[config.mk]
export PLATFORM = sky130hd
export DESIGN_NAME = alu_multicycle_flat
export DESIGN_NICKNAME = d
export VERILOG_FILES = /design/src/rtl/alu_pkg.sv /design/src/rtl/alu_multicycle_if.sv /design/src/rtl/alu_muldiv_iter.sv /design/src/rtl/alu_multicycle.sv /design/src/flat_wrapper.sv
export SDC_FILE = /design/constraint.sdc
export NUM_CORES = 1
export LEC_CHECK = 0
export CAP_MARGIN = 20
export CORE_MARGIN = 2
export CORE_UTILIZATION = 50
export CTS_CLUSTER_DIAMETER = 50
export DETAILED_ROUTE_END_ITERATION = 12
export PLACE_DENSITY = 0.71
export SLEW_MARGIN = 20
export SYNTH_ARGS = -nofsm -noshare
export SYNTH_HDL_FRONTEND = slang
export SYNTH_SLANG_ARGS = --single-unit
[constraint.sdc]
create_clock -name clk -period 4 [get_ports clk]
set_input_delay 1.2 -clock clk [delete_from_list [all_inputs] [get_ports clk]]
set_output_delay 1.2 -clock clk [all_outputs]
set_load 0.01 [all_outputs]
[src/rtl/alu_pkg.sv]
// Shared types for the multicycle ALU: opcode map, control states and the
// quotient returned on divide-by-zero.
package alu_pkg;

  typedef enum logic [3:0] {
    OP_ADD  = 4'b0000,
    OP_SUB  = 4'b0001,
    OP_MUL  = 4'b0010,
    OP_DIV  = 4'b0011,
    OP_AND  = 4'b0100,
    OP_OR   = 4'b0101,
    OP_NOR  = 4'b0110,
    OP_NOP  = 4'b0111,
    OP_RSV8 = 4'b1000,
    OP_SLT  = 4'b1001,
    OP_XOR  = 4'b1010,
    OP_SLTU = 4'b1011,
    OP_SLL  = 4'b1100,
    OP_SRL  = 4'b1101,
    OP_SRA  = 4'b1110,
    OP_RSVF = 4'b1111
  } alu_op_e;

  typedef enum logic [1:0] {
    IDLE,
    BUSY,
    DONE
  } state_e;

  // All ones; users slice the low WIDTH bits (WIDTH up to 128).
  localparam logic [127:0] DZ_QUOTIENT = '1;

endpackage

[src/rtl/alu_multicycle_if.sv]
// Operand/result handshake bundle for alu_multicycle.
// Optional macro ALU_REMAINDER_EN adds the rem signal.
interface alu_multicycle_if #(parameter int WIDTH = 32);

  logic             in_valid;
  logic             in_ready;
  logic [3:0]       op;
  logic [WIDTH-1:0] x;
  logic [WIDTH-1:0] y;
  logic             out_valid;
  logic             out_ready;
  logic [WIDTH-1:0] res;
  logic             zf;
  logic             dz;
`ifdef ALU_REMAINDER_EN
  logic [WIDTH-1:0] rem;

  modport master (output in_valid, op, x, y, out_ready,
                  input  in_ready, out_valid, res, zf, dz, rem);
  modport slave  (input  in_valid, op, x, y, out_ready,
                  output in_ready, out_valid, res, zf, dz, rem);
`else
  modport master (output in_valid, op, x, y, out_ready,
                  input  in_ready, out_valid, res, zf, dz);
  modport slave  (input  in_valid, op, x, y, out_ready,
                  output in_ready, out_valid, res, zf, dz);
`endif

endinterface

[src/rtl/alu_muldiv_iter.sv]
// Iterative unsigned multiply (shift-add) / restoring divide, one step per cycle.
// Optional macro ALU_REMAINDER_EN exposes the divide remainder.
module alu_muldiv_iter #(
  parameter int WIDTH = 32
) (
  input  logic             clk,
  input  logic             rst_n,
  input  logic             start,
  input  logic             is_div,
  input  logic [WIDTH-1:0] a,
  input  logic [WIDTH-1:0] b,
  output logic             busy,
  output logic             done,
  output logic [WIDTH-1:0] result
`ifdef ALU_REMAINDER_EN
  ,
  output logic [WIDTH-1:0] rem
`endif
);

  localparam int CW = $clog2(WIDTH + 1);

  logic             div_q;
  logic [CW-1:0]    cnt;
  logic [WIDTH-1:0] acc, quot, opb;
  logic [WIDTH-1:0] acc_n, quot_n, opb_n;
  logic [WIDTH:0]   trial;

  // mul: quot = multiplier (LSB first), opb = shifted multiplicand, acc = product.
  // div: quot = dividend shifting into quotient, opb = divisor, acc = partial remainder.
  always_comb begin
    trial  = {acc, quot[WIDTH-1]} - {1'b0, opb};
    acc_n  = acc;
    quot_n = quot;
    opb_n  = opb;
    if (div_q) begin
      if (!trial[WIDTH]) begin
        acc_n  = trial[WIDTH-1:0];
        quot_n = {quot[WIDTH-2:0], 1'b1};
      end else begin
        acc_n  = {acc[WIDTH-2:0], quot[WIDTH-1]};
        quot_n = {quot[WIDTH-2:0], 1'b0};
      end
    end else begin
      acc_n  = acc + (quot[0] ? opb : '0);
      quot_n = quot >> 1;
      opb_n  = opb << 1;
    end
  end

  always_ff @(posedge clk or negedge rst_n) begin
    if (!rst_n) begin
      busy  <= 1'b0;
      div_q <= 1'b0;
      cnt   <= '0;
      acc   <= '0;
      quot  <= '0;
      opb   <= '0;
    end else if (start) begin
      busy  <= 1'b1;
      div_q <= is_div;
      cnt   <= CW'(WIDTH);
      acc   <= '0;
      quot  <= is_div ? a : b;
      opb   <= is_div ? b : a;
    end else if (busy) begin
      acc  <= acc_n;
      quot <= quot_n;
      opb  <= opb_n;
      cnt  <= cnt - CW'(1);
      if (cnt == CW'(1)) busy <= 1'b0;
    end
  end

  // The last step's result is presented combinationally so the top can
  // register it on the same edge that finishes the iteration.
  assign done   = busy && (cnt == CW'(1));
  assign result = div_q ? quot_n : acc_n;
`ifdef ALU_REMAINDER_EN
  assign rem    = div_q ? acc_n : '0;
`endif

endmodule

[src/rtl/alu_multicycle.sv]
// Clocked ALU with valid/ready handshakes; mul/div iterate, all else is one cycle.
// Optional macro ALU_REMAINDER_EN adds the registered divide remainder output.
module alu_multicycle
  import alu_pkg::*;
#(
  parameter int WIDTH = 32
) (
  input logic             clk,
  input logic             rst_n,
  alu_multicycle_if.slave bus
);

  localparam int SHW = $clog2(WIDTH);

  state_e           state;
  logic             out_valid_q, zf_q, dz_q;
  logic [WIDTH-1:0] res_q;
  alu_op_e          op_e;
  logic             accept, is_iter, start;
  logic [SHW-1:0]   shamt;
  logic signed [WIDTH-1:0] sx, sy;
  logic [WIDTH-1:0] sc_res;
  logic             sc_dz;
  logic             md_busy, md_done;
  logic [WIDTH-1:0] md_result;
`ifdef ALU_REMAINDER_EN
  logic [WIDTH-1:0] sc_rem, md_rem, rem_q;
`endif

  assign op_e         = alu_op_e'(bus.op);
  assign bus.in_ready = (state == IDLE) || ((state == DONE) && bus.out_ready);
  assign accept       = bus.in_valid && bus.in_ready;
  // Divide by zero takes the single-cycle path.
  assign is_iter      = (op_e == OP_MUL) || ((op_e == OP_DIV) && (bus.y != '0));
  assign start        = accept && is_iter;
  assign shamt        = bus.y[SHW-1:0];
  assign sx           = bus.x;
  assign sy           = bus.y;

  always_comb begin
    sc_res = '0;
    sc_dz  = 1'b0;
`ifdef ALU_REMAINDER_EN
    sc_rem = '0;
`endif
    case (op_e)
      OP_ADD:  sc_res = bus.x + bus.y;
      OP_SUB:  sc_res = bus.x - bus.y;
      OP_DIV: begin
        sc_res = DZ_QUOTIENT[WIDTH-1:0];
        sc_dz  = 1'b1;
`ifdef ALU_REMAINDER_EN
        sc_rem = bus.x;
`endif
      end
      OP_AND:  sc_res = bus.x & bus.y;
      OP_OR:   sc_res = bus.x | bus.y;
      OP_NOR:  sc_res = ~(bus.x | bus.y);
      OP_SLT:  sc_res = {{(WIDTH-1){1'b0}}, (sx < sy)};
      OP_XOR:  sc_res = bus.x ^ bus.y;
      OP_SLTU: sc_res = {{(WIDTH-1){1'b0}}, (bus.x < bus.y)};
      OP_SLL:  sc_res = bus.x << shamt;
      OP_SRL:  sc_res = bus.x >> shamt;
      OP_SRA:  sc_res = sx >>> shamt;
      default: sc_res = '0;
    endcase
  end

  alu_muldiv_iter #(.WIDTH(WIDTH)) u_muldiv (
    .clk    (clk),
    .rst_n  (rst_n),
    .start  (start),
    .is_div (op_e == OP_DIV),
    .a      (bus.x),
    .b      (bus.y),
    .busy   (md_busy),
    .done   (md_done),
    .result (md_result)
`ifdef ALU_REMAINDER_EN
    ,
    .rem    (md_rem)
`endif
  );

  always_ff @(posedge clk or negedge rst_n) begin
    if (!rst_n) begin
      state       <= IDLE;
      out_valid_q <= 1'b0;
      res_q       <= '0;
      zf_q        <= 1'b1;
      dz_q        <= 1'b0;
`ifdef ALU_REMAINDER_EN
      rem_q       <= '0;
`endif
    end else if (accept) begin
      if (start) begin
        state       <= BUSY;
        out_valid_q <= 1'b0;
        dz_q        <= 1'b0;
      end else begin
        state       <= DONE;
        out_valid_q <= 1'b1;
        res_q       <= sc_res;
        zf_q        <= (sc_res == '0);
        dz_q        <= sc_dz;
`ifdef ALU_REMAINDER_EN
        rem_q       <= sc_rem;
`endif
      end
    end else begin
      case (state)
        BUSY: begin
          if (md_done) begin
            state       <= DONE;
            out_valid_q <= 1'b1;
            res_q       <= md_result;
            zf_q        <= (md_result == '0);
`ifdef ALU_REMAINDER_EN
            rem_q       <= md_rem;
`endif
          end else if (!md_busy) begin
            // Iterator idle while we think it is working: recover rather than hang.
            state <= IDLE;
          end
        end
        DONE: begin
          if (bus.out_ready) begin
            state       <= IDLE;
            out_valid_q <= 1'b0;
          end
        end
        default: ;
      endcase
    end
  end

  assign bus.out_valid = out_valid_q;
  assign bus.res       = res_q;
  assign bus.zf        = zf_q;
  assign bus.dz        = dz_q;
`ifdef ALU_REMAINDER_EN
  assign bus.rem       = rem_q;
`endif

endmodule

[src/flat_wrapper.sv]
// flat-port wrapper written by rule: the top's interface ports become plain ports
module alu_multicycle_flat import alu_pkg::*;
#(
  parameter int WIDTH = 32
)
  (clk, rst_n, bus_in_valid, bus_op, bus_x, bus_y, bus_out_ready, bus_in_ready, bus_out_valid, bus_res, bus_zf, bus_dz);
  alu_multicycle_if #(.WIDTH(WIDTH)) bus_i ();
  input logic clk;
  input logic rst_n;
  input wire logic [$bits(bus_i.in_valid)-1:0] bus_in_valid;
  input wire logic [$bits(bus_i.op)-1:0] bus_op;
  input wire logic [$bits(bus_i.x)-1:0] bus_x;
  input wire logic [$bits(bus_i.y)-1:0] bus_y;
  input wire logic [$bits(bus_i.out_ready)-1:0] bus_out_ready;
  output wire logic [$bits(bus_i.in_ready)-1:0] bus_in_ready;
  output wire logic [$bits(bus_i.out_valid)-1:0] bus_out_valid;
  output wire logic [$bits(bus_i.res)-1:0] bus_res;
  output wire logic [$bits(bus_i.zf)-1:0] bus_zf;
  output wire logic [$bits(bus_i.dz)-1:0] bus_dz;
  assign bus_i.in_valid = bus_in_valid;
  assign bus_i.op = bus_op;
  assign bus_i.x = bus_x;
  assign bus_i.y = bus_y;
  assign bus_i.out_ready = bus_out_ready;
  assign bus_in_ready = bus_i.in_ready;
  assign bus_out_valid = bus_i.out_valid;
  assign bus_res = bus_i.res;
  assign bus_zf = bus_i.zf;
  assign bus_dz = bus_i.dz;
  alu_multicycle #(.WIDTH(WIDTH)) u_core (.clk(clk), .rst_n(rst_n), .bus(bus_i));
endmodule
; Word level (Yosys, flattened, before mapping)
; Index checks and enable logic that the tools add are counted.
[op_classes]
n_reduce_logical = 20
n_addsub = 5
n_div = 0
mux = 42
n_bitwise = 4
multipliers = 0
n_eq_ne = 20
shift = 3
magnitude_cmp = 2
[op_table]
columns = op, n
row1 = 32-bit two-way mux, 18
row2 = 32-bit one-hot mux with 12 select lines, 1
row3 = 32-bit adder, 2
row4 = 32-bit logical NOT, 2
row5 = 32-bit < comparator, 2
row6 = 33-bit by 32-bit subtractor with 33-bit output, 1
row7 = 32-bit AND, 1
row8 = 32-bit inverter, 1
row9 = 32-bit OR, 1
row10 = 32-bit nonzero test, 1
row11 = 32-bit by 5-bit left shift with 32-bit output, 1
row12 = 32-bit by 5-bit right shift with 32-bit output, 1
row13 = 32-bit by 5-bit >>> shifter with 32-bit output, 1
row14 = 32-bit subtractor, 1
row15 = 32-bit XOR, 1
row16 = 4-bit equality test (second input constant), 6
row17 = 1-bit two-way mux, 14
row18 = 4-bit by 3-bit equality test with 1-bit output (second input constant), 3
row19 = 6-bit two-way mux, 2
row20 = 2-bit two-way mux, 5
row21 = 3-bit AND reduction, 3
row22 = 4-bit by 2-bit equality test with 1-bit output (second input constant), 2
row23 = 6-bit by 1-bit equality test with 1-bit output (second input constant), 1
row24 = 2-bit nonzero test, 3
row25 = other kinds (17), 22
[word_totals]
inputBits = 72
n_memories = 0
latchBits = 0
rom_bits = 0
mem_bits_rw = 0
output_inout_bits = 36
register_bits = 141

; Depth between registers and ports, before layout
[logic_depth]
ltp_word = 8
ltp_mapped = 18
mapped_depth_nobuf = 16

; Hierarchy
; Synthesis repeated with hierarchy kept, for this count alone.
[hier_totals]
hier_cells = 2973
hier_area_um2 = 22520.3
[modules_own_cells]
columns = module, n_inst, seq_area_each_um2, area_per_inst_um2, cells_each
row1 = alu_multicycle, 1, 927.1, 12668.4, 1727
row2 = alu_muldiv_iter, 1, 2602.5, 9851.9, 1246

; Worst setup path before layout
; No wires, ideal clock.
[synth_timing]
kind = input to register
from = input bus_y[3]
to = register u_core.zf_q, in the netlist u_core.bus.zf
path_slack_ps = -990
required_ps = 3939
arrival_ps = 4929
stages = 18
n_path_buf = 4
path_cell_list = clkbuf_1 > inv_1 > clkbuf_1 > buf_2 > buf_1 > ha_1 > o21ai_0 > o21ai_0 > a22oi_1 > o21ai_0 > a31o_2 > xnor2_1 > a221oi_1 > and4_1 > nand4_1 > nor4_1 > nand2_1 > nand2_1
[synth_via]
elab_chain_len = 6
[synth_lines]
columns = element, line
row1 = "start, declared", flat_wrapper.sv:13  ; input wire logic [$bits(bus_i.y)-1:0] bus_y;
row2 = "parallel branches: the longest is 6 deep, another holds 32-bit subtractor", n/a
row3 = "end signal, assigned", alu_multicycle.sv:104  ; zf_q <= (sc_res == '0);
row4 = "end signal, assigned", alu_multicycle.sv:117  ; zf_q <= (md_result == '0);
row5 = "end, declared", alu_multicycle.sv:16  ; logic out_valid_q, zf_q, dz_q;
; Several ways; the timed one is not identified. The select of a mux whose other input is x is not followed.
; A chain may end at the register's enable or synchronous reset.

; Final worst setup path
[layout_timing]
from = input bus_y[2]
to = register u_core.res_q[7], in the netlist u_core.bus.res[7]
[layout_via]
elab_chain_len = 6
[layout_lines]
columns = element, line
row1 = "parallel branches: the longest is 6 deep, another holds 32-bit subtractor", n/a
row2 = "end signal, assigned", alu_multicycle.sv:103  ; res_q <= sc_res;
row3 = "end signal, assigned", alu_multicycle.sv:116  ; res_q <= md_result;
row4 = "end, declared", alu_multicycle.sv:17  ; logic [WIDTH-1:0] res_q;
; Several ways; the timed one is not identified. The select of a mux whose other input is x is not followed.

==> impl_metrics.py <==
metrics = {
    "worst_setup_path": {
        "cp_cell_sequence": "clkbuf_4, inv_6, buf_4, mux2_2, mux2i_1, a21oi_1, a31oi_1, a211oi_1, buf_4, o21ai_1, buf_4, o21ai_0, buf_4, o21ai_0",
        "rr_startpoint": "u_core.u_muldiv.quot[0]",
        "crit_type": "in2reg",
        "cp_data_arrival_time_ns": 4.59,
        "worst_path_most_repeated_cell": "buf_4",
        "cp_slowest_cell": "mux2i_1",
        "slowest_delay_ns": 0.48,
        "path_max_fanout": 17,
        "cp_data_required_time_ns": 4.37,
        "crit_family": "compound AO/OA/AOI/OAI gates",
        "critical_path_buf_inv_count": 6,
        "crit_start": "bus_y[2]",
        "critPathLaunchType": "input pin",
        "end_kind": "register",
    },
    "route": {
        "routed_via_density": 6.65,
        "drt_wl_total_um": 115000,
        "drt-met1-wl_um": 41600,
        "routed.top_layer": "met5",
        "wl_met2_um": 49900,
        "first_pass_iters": 6,
        "drc": 0,
        "vias": 29318,
        "ant_nets": 0,
        "drt_iter0_drc": 4327,
        "route.met3.wl_um": 12400,
        "wire_per_inst_um": 26.1,
    },
    "logic_synthesis": {
        "synth-compound-area-share_pct": 32.1,
        "muxShareOfSynthArea_pct": 10.3,
        "synthesis.nets": 3239,
        "syn-cell-area_um2": 21800,
        "synth-simple-area-share_pct": 21.2,
        "synth_edf_count": 0,
        "synth_commonest_cells": "nand2_1 (400), a21oi_1 (226), nor2_1 (225)",
        "synth.most_common_cell": "nand2_1",
        "synthAdderAreaFrac_pct": 10.3,
        "synth_area_leaders": "dfrtp_1 (16%), ha_1 (9.9%), nand2_1 (6.9%), a21oi_1 (5.2%), o21ai_0 (5.0%)",
        "yosys_warnings": 0,
        "synth_flop_cell": "dfrtp_1",
        "synth_xor_area_share_pct": 2.74,
        "ys_seq_area_share_pct": 16.2,
        "synth_top_area_share_pct": 16.1,
        "synth_cell_types": 102,
        "async_flop_share_pct": 100,
        "syn_inst": 2991,
        "synth_top_family_by_area": "compound AO/OA/AOI/OAI gates",
        "synth_seq_cells": 141,
        "synth_area_per_cell_um2": 7.27,
        "synth_top_area_cell": "dfrtp_1",
    },
    "clock_network": {
        "clk_latency_ns": 0.45,
        "cts_made_buffers": 17,
        "clock-sinks": 141,
        "clk_path_buf_depth": 2,
        "cts_tree": "done",
        "cts_root_buffer": "clkbuf_16",
        "clk_pin_slew_worst_paths_ns": 0.06,
        "htreeDepth": 4,
    },
    "cells_and_area": {
        "regArea_um2": 3530,
        "multi_input_area_um2": 18300,
        "nFillCells": 3317,
        "num-nets-final": 4056,
        "area_delta_synth_final_pct": 47.9,
        "layout-drive-gt1-share_pct": 35.5,
    },
    "timing": {
        "skew_ns": 0.0105,
        "fmax_mhz": 237,
        "hold_viol": 0,
        "fin_crit_sh_pct": 106,
        "setup_ws_ns": -0.220,
        "slew-limit-headroom_pct": 47.3,
        "setup_viol": 7,
        "rsz0062_at_grt": "true",
        "holdWs_ns": 0.493,
        "slew_viol_final": 0,
        "fin_crit_ns": 4.22,
        "tns_ns": -0.635,
        "tightestPinTransition_ns": 0.790,
    },
    "place": {
        "hpwl_um": 89000,
        "dpl_worst_slack_ns": -1.17,
        "place.gp.congestion": 1.15,
        "io_buffers": 107,
    },
    "min_path": {
        "hold_class": "reg2reg",
        "hold_start": "u_core.bus.res[7]",
    },
    "floorplan": {
        "die_w_um": 213,
        "fp.dieH_um": 213,
        "core_um2": 43000,
        "start_util_pct": 50.6,
        "rows": 76,
        "ioPinCount": 108,
        "fp.dieArea_um2": 45200,
    },
    "pwr": {
        "p_per_area_nw_per_um2": 590,
        "power_leakage_nw": 14.6,
        "ir_worst_vdd_mv": 0.682,
    },
    "global_route": {
        "antenna_found_initial": 5,
        "track_usage_pct": 49.0,
        "grt_max_degree": 86,
        "grt-ovfl-total": 0,
        "grt_pass1_wl_um": 167000,
        "grt_pass1_vias": 28249,
    },
    "job": {
        "cap_violations": 0,
    },
    "run_status": {
        "status": "finished, violations left",
        "violations": "setup timing",
    },
}
## cell families (layout without fill, tap and decap cells)
logic type / after synthesis / count (layout)
AND/OR/NAND/NOR: 985 / 985
flip-flops: 141 / 141
adder cells (fa/ha/maj): 176 / 176
AO/OA/AOI/OAI: 1044 / 1044
multiplexers: 183 / 183
other: 0 / 2
XOR/XNOR: 68 / 68
buffers and inverters: 394 / 1224
## flip-flops by register name, indices dropped and copies added (netlist names)
name                   cells
u_core.state               2
u_core.bus.res            32
u_core.bus.out_valid       1
u_core.u_muldiv.quot      32
u_core.u_muldiv.opb       32
u_core.u_muldiv.div_q      1
u_core.u_muldiv.busy       1
u_core.u_muldiv.cnt        6
u_core.bus.zf              1
u_core.u_muldiv.acc       32
u_core.bus.dz              1
## placed cells by master (no fill, tap or decap), types with 46 or more instances in the layout
cell	count
clkdlybuf4s50_1	50
o21ai_0	191
nor3_1	46
ha_1	131
o211ai_1	76
buf_4	873
a31oi_1	64
nand2_1	395
inv_1	125
nor2_1	222
a211oi_1	58
mux2_2	46
mux2i_1	97
dfrtp_1	138
a21oi_1	203
## stage by stage
step | total power (W) | utilization, % | std cells | area, um^2
4_1_cts | 0.0175 | 72.5 | 4376 | 31200
3_5_place_dp | 0.0154 | 68.6 | 4307 | 29500
2_1_floorplan | 0.0102 | - | 2991 | 22000
5_1_grt | 0.0200 | 74.9 | 4407 | 32200
3_3_place_gp | 0.0149 | 68.6 | 4307 | 29500
6_report | 0.0190 | 74.9 | 4408 | 32200
## path summary, 6_finish.rpt
check,slack (ns),end,cells after the start
worst max-delay path,-0.22,u_core.bus.res[7],14
worst min-delay path,0.49,u_core.bus.res[7],2
worst max register to register,-0.16,u_core.bus.zf,16
worst min register to register,0.49,u_core.bus.res[7],2
max in group asynchronous,2.37,u_core.bus.zf,2
min in group asynchronous,0.74,u_core.u_muldiv.cnt[4],1
## final cells by class
class | instances | share of cell area, %
Clock buffer | 18 | 1.33
Multi-Input combinational cell | 2456 | 56.9
Timing Repair Buffer | 1031 | 25.8
Sequential cell | 141 | 11.0
Tap cell | 585 | 2.27
Inverter | 161 | 1.96
Antenna cell | 2 | 0.0156
Clock inverter | 14 | 0.715
## per-layer routing
metal	global-route usage, %	vias to the layer above
li1	-	12717
met1	58.7	13847
met2	76.8	2111
met3	9.48	641
met4	38.9	2
met5	0	-
## power breakdown
group / internal [W] / leakage, nW / switching [W]
sequential: 0.00210 / 1.75 / 0.000761
combinational: 0.00652 / 12.6 / 0.00779
clock: 0.00112 / 0.318 / 0.000694
## what timing repair did
action                     in CTS  in global routing
setup endpoints to repair      34                 66
pin swaps                      76                 88
hold buffers                    0                  0
setup buffers                  38                 26
gates cloned                    0                  4
resized for setup             235                208
## worst reg2reg max path, cell delays in order (launching register included)
cell and delay (ns):
dfrtp_1 0.41, buf_6 0.16, and2_1 0.14, ha_1 0.36, o21ai_1 0.13, o211ai_1 0.34, a41oi_2 0.20, o31a_1 0.31
buf_4 0.16, o211ai_1 0.39, mux2i_1 0.35, nand2_1 0.14, or2_2 0.33, nor4_4 0.30, nand3_1 0.14, a2bb2oi_2 0.17
nand2_1 0.10
Note: power is estimated with default switching activity, not from simulation.
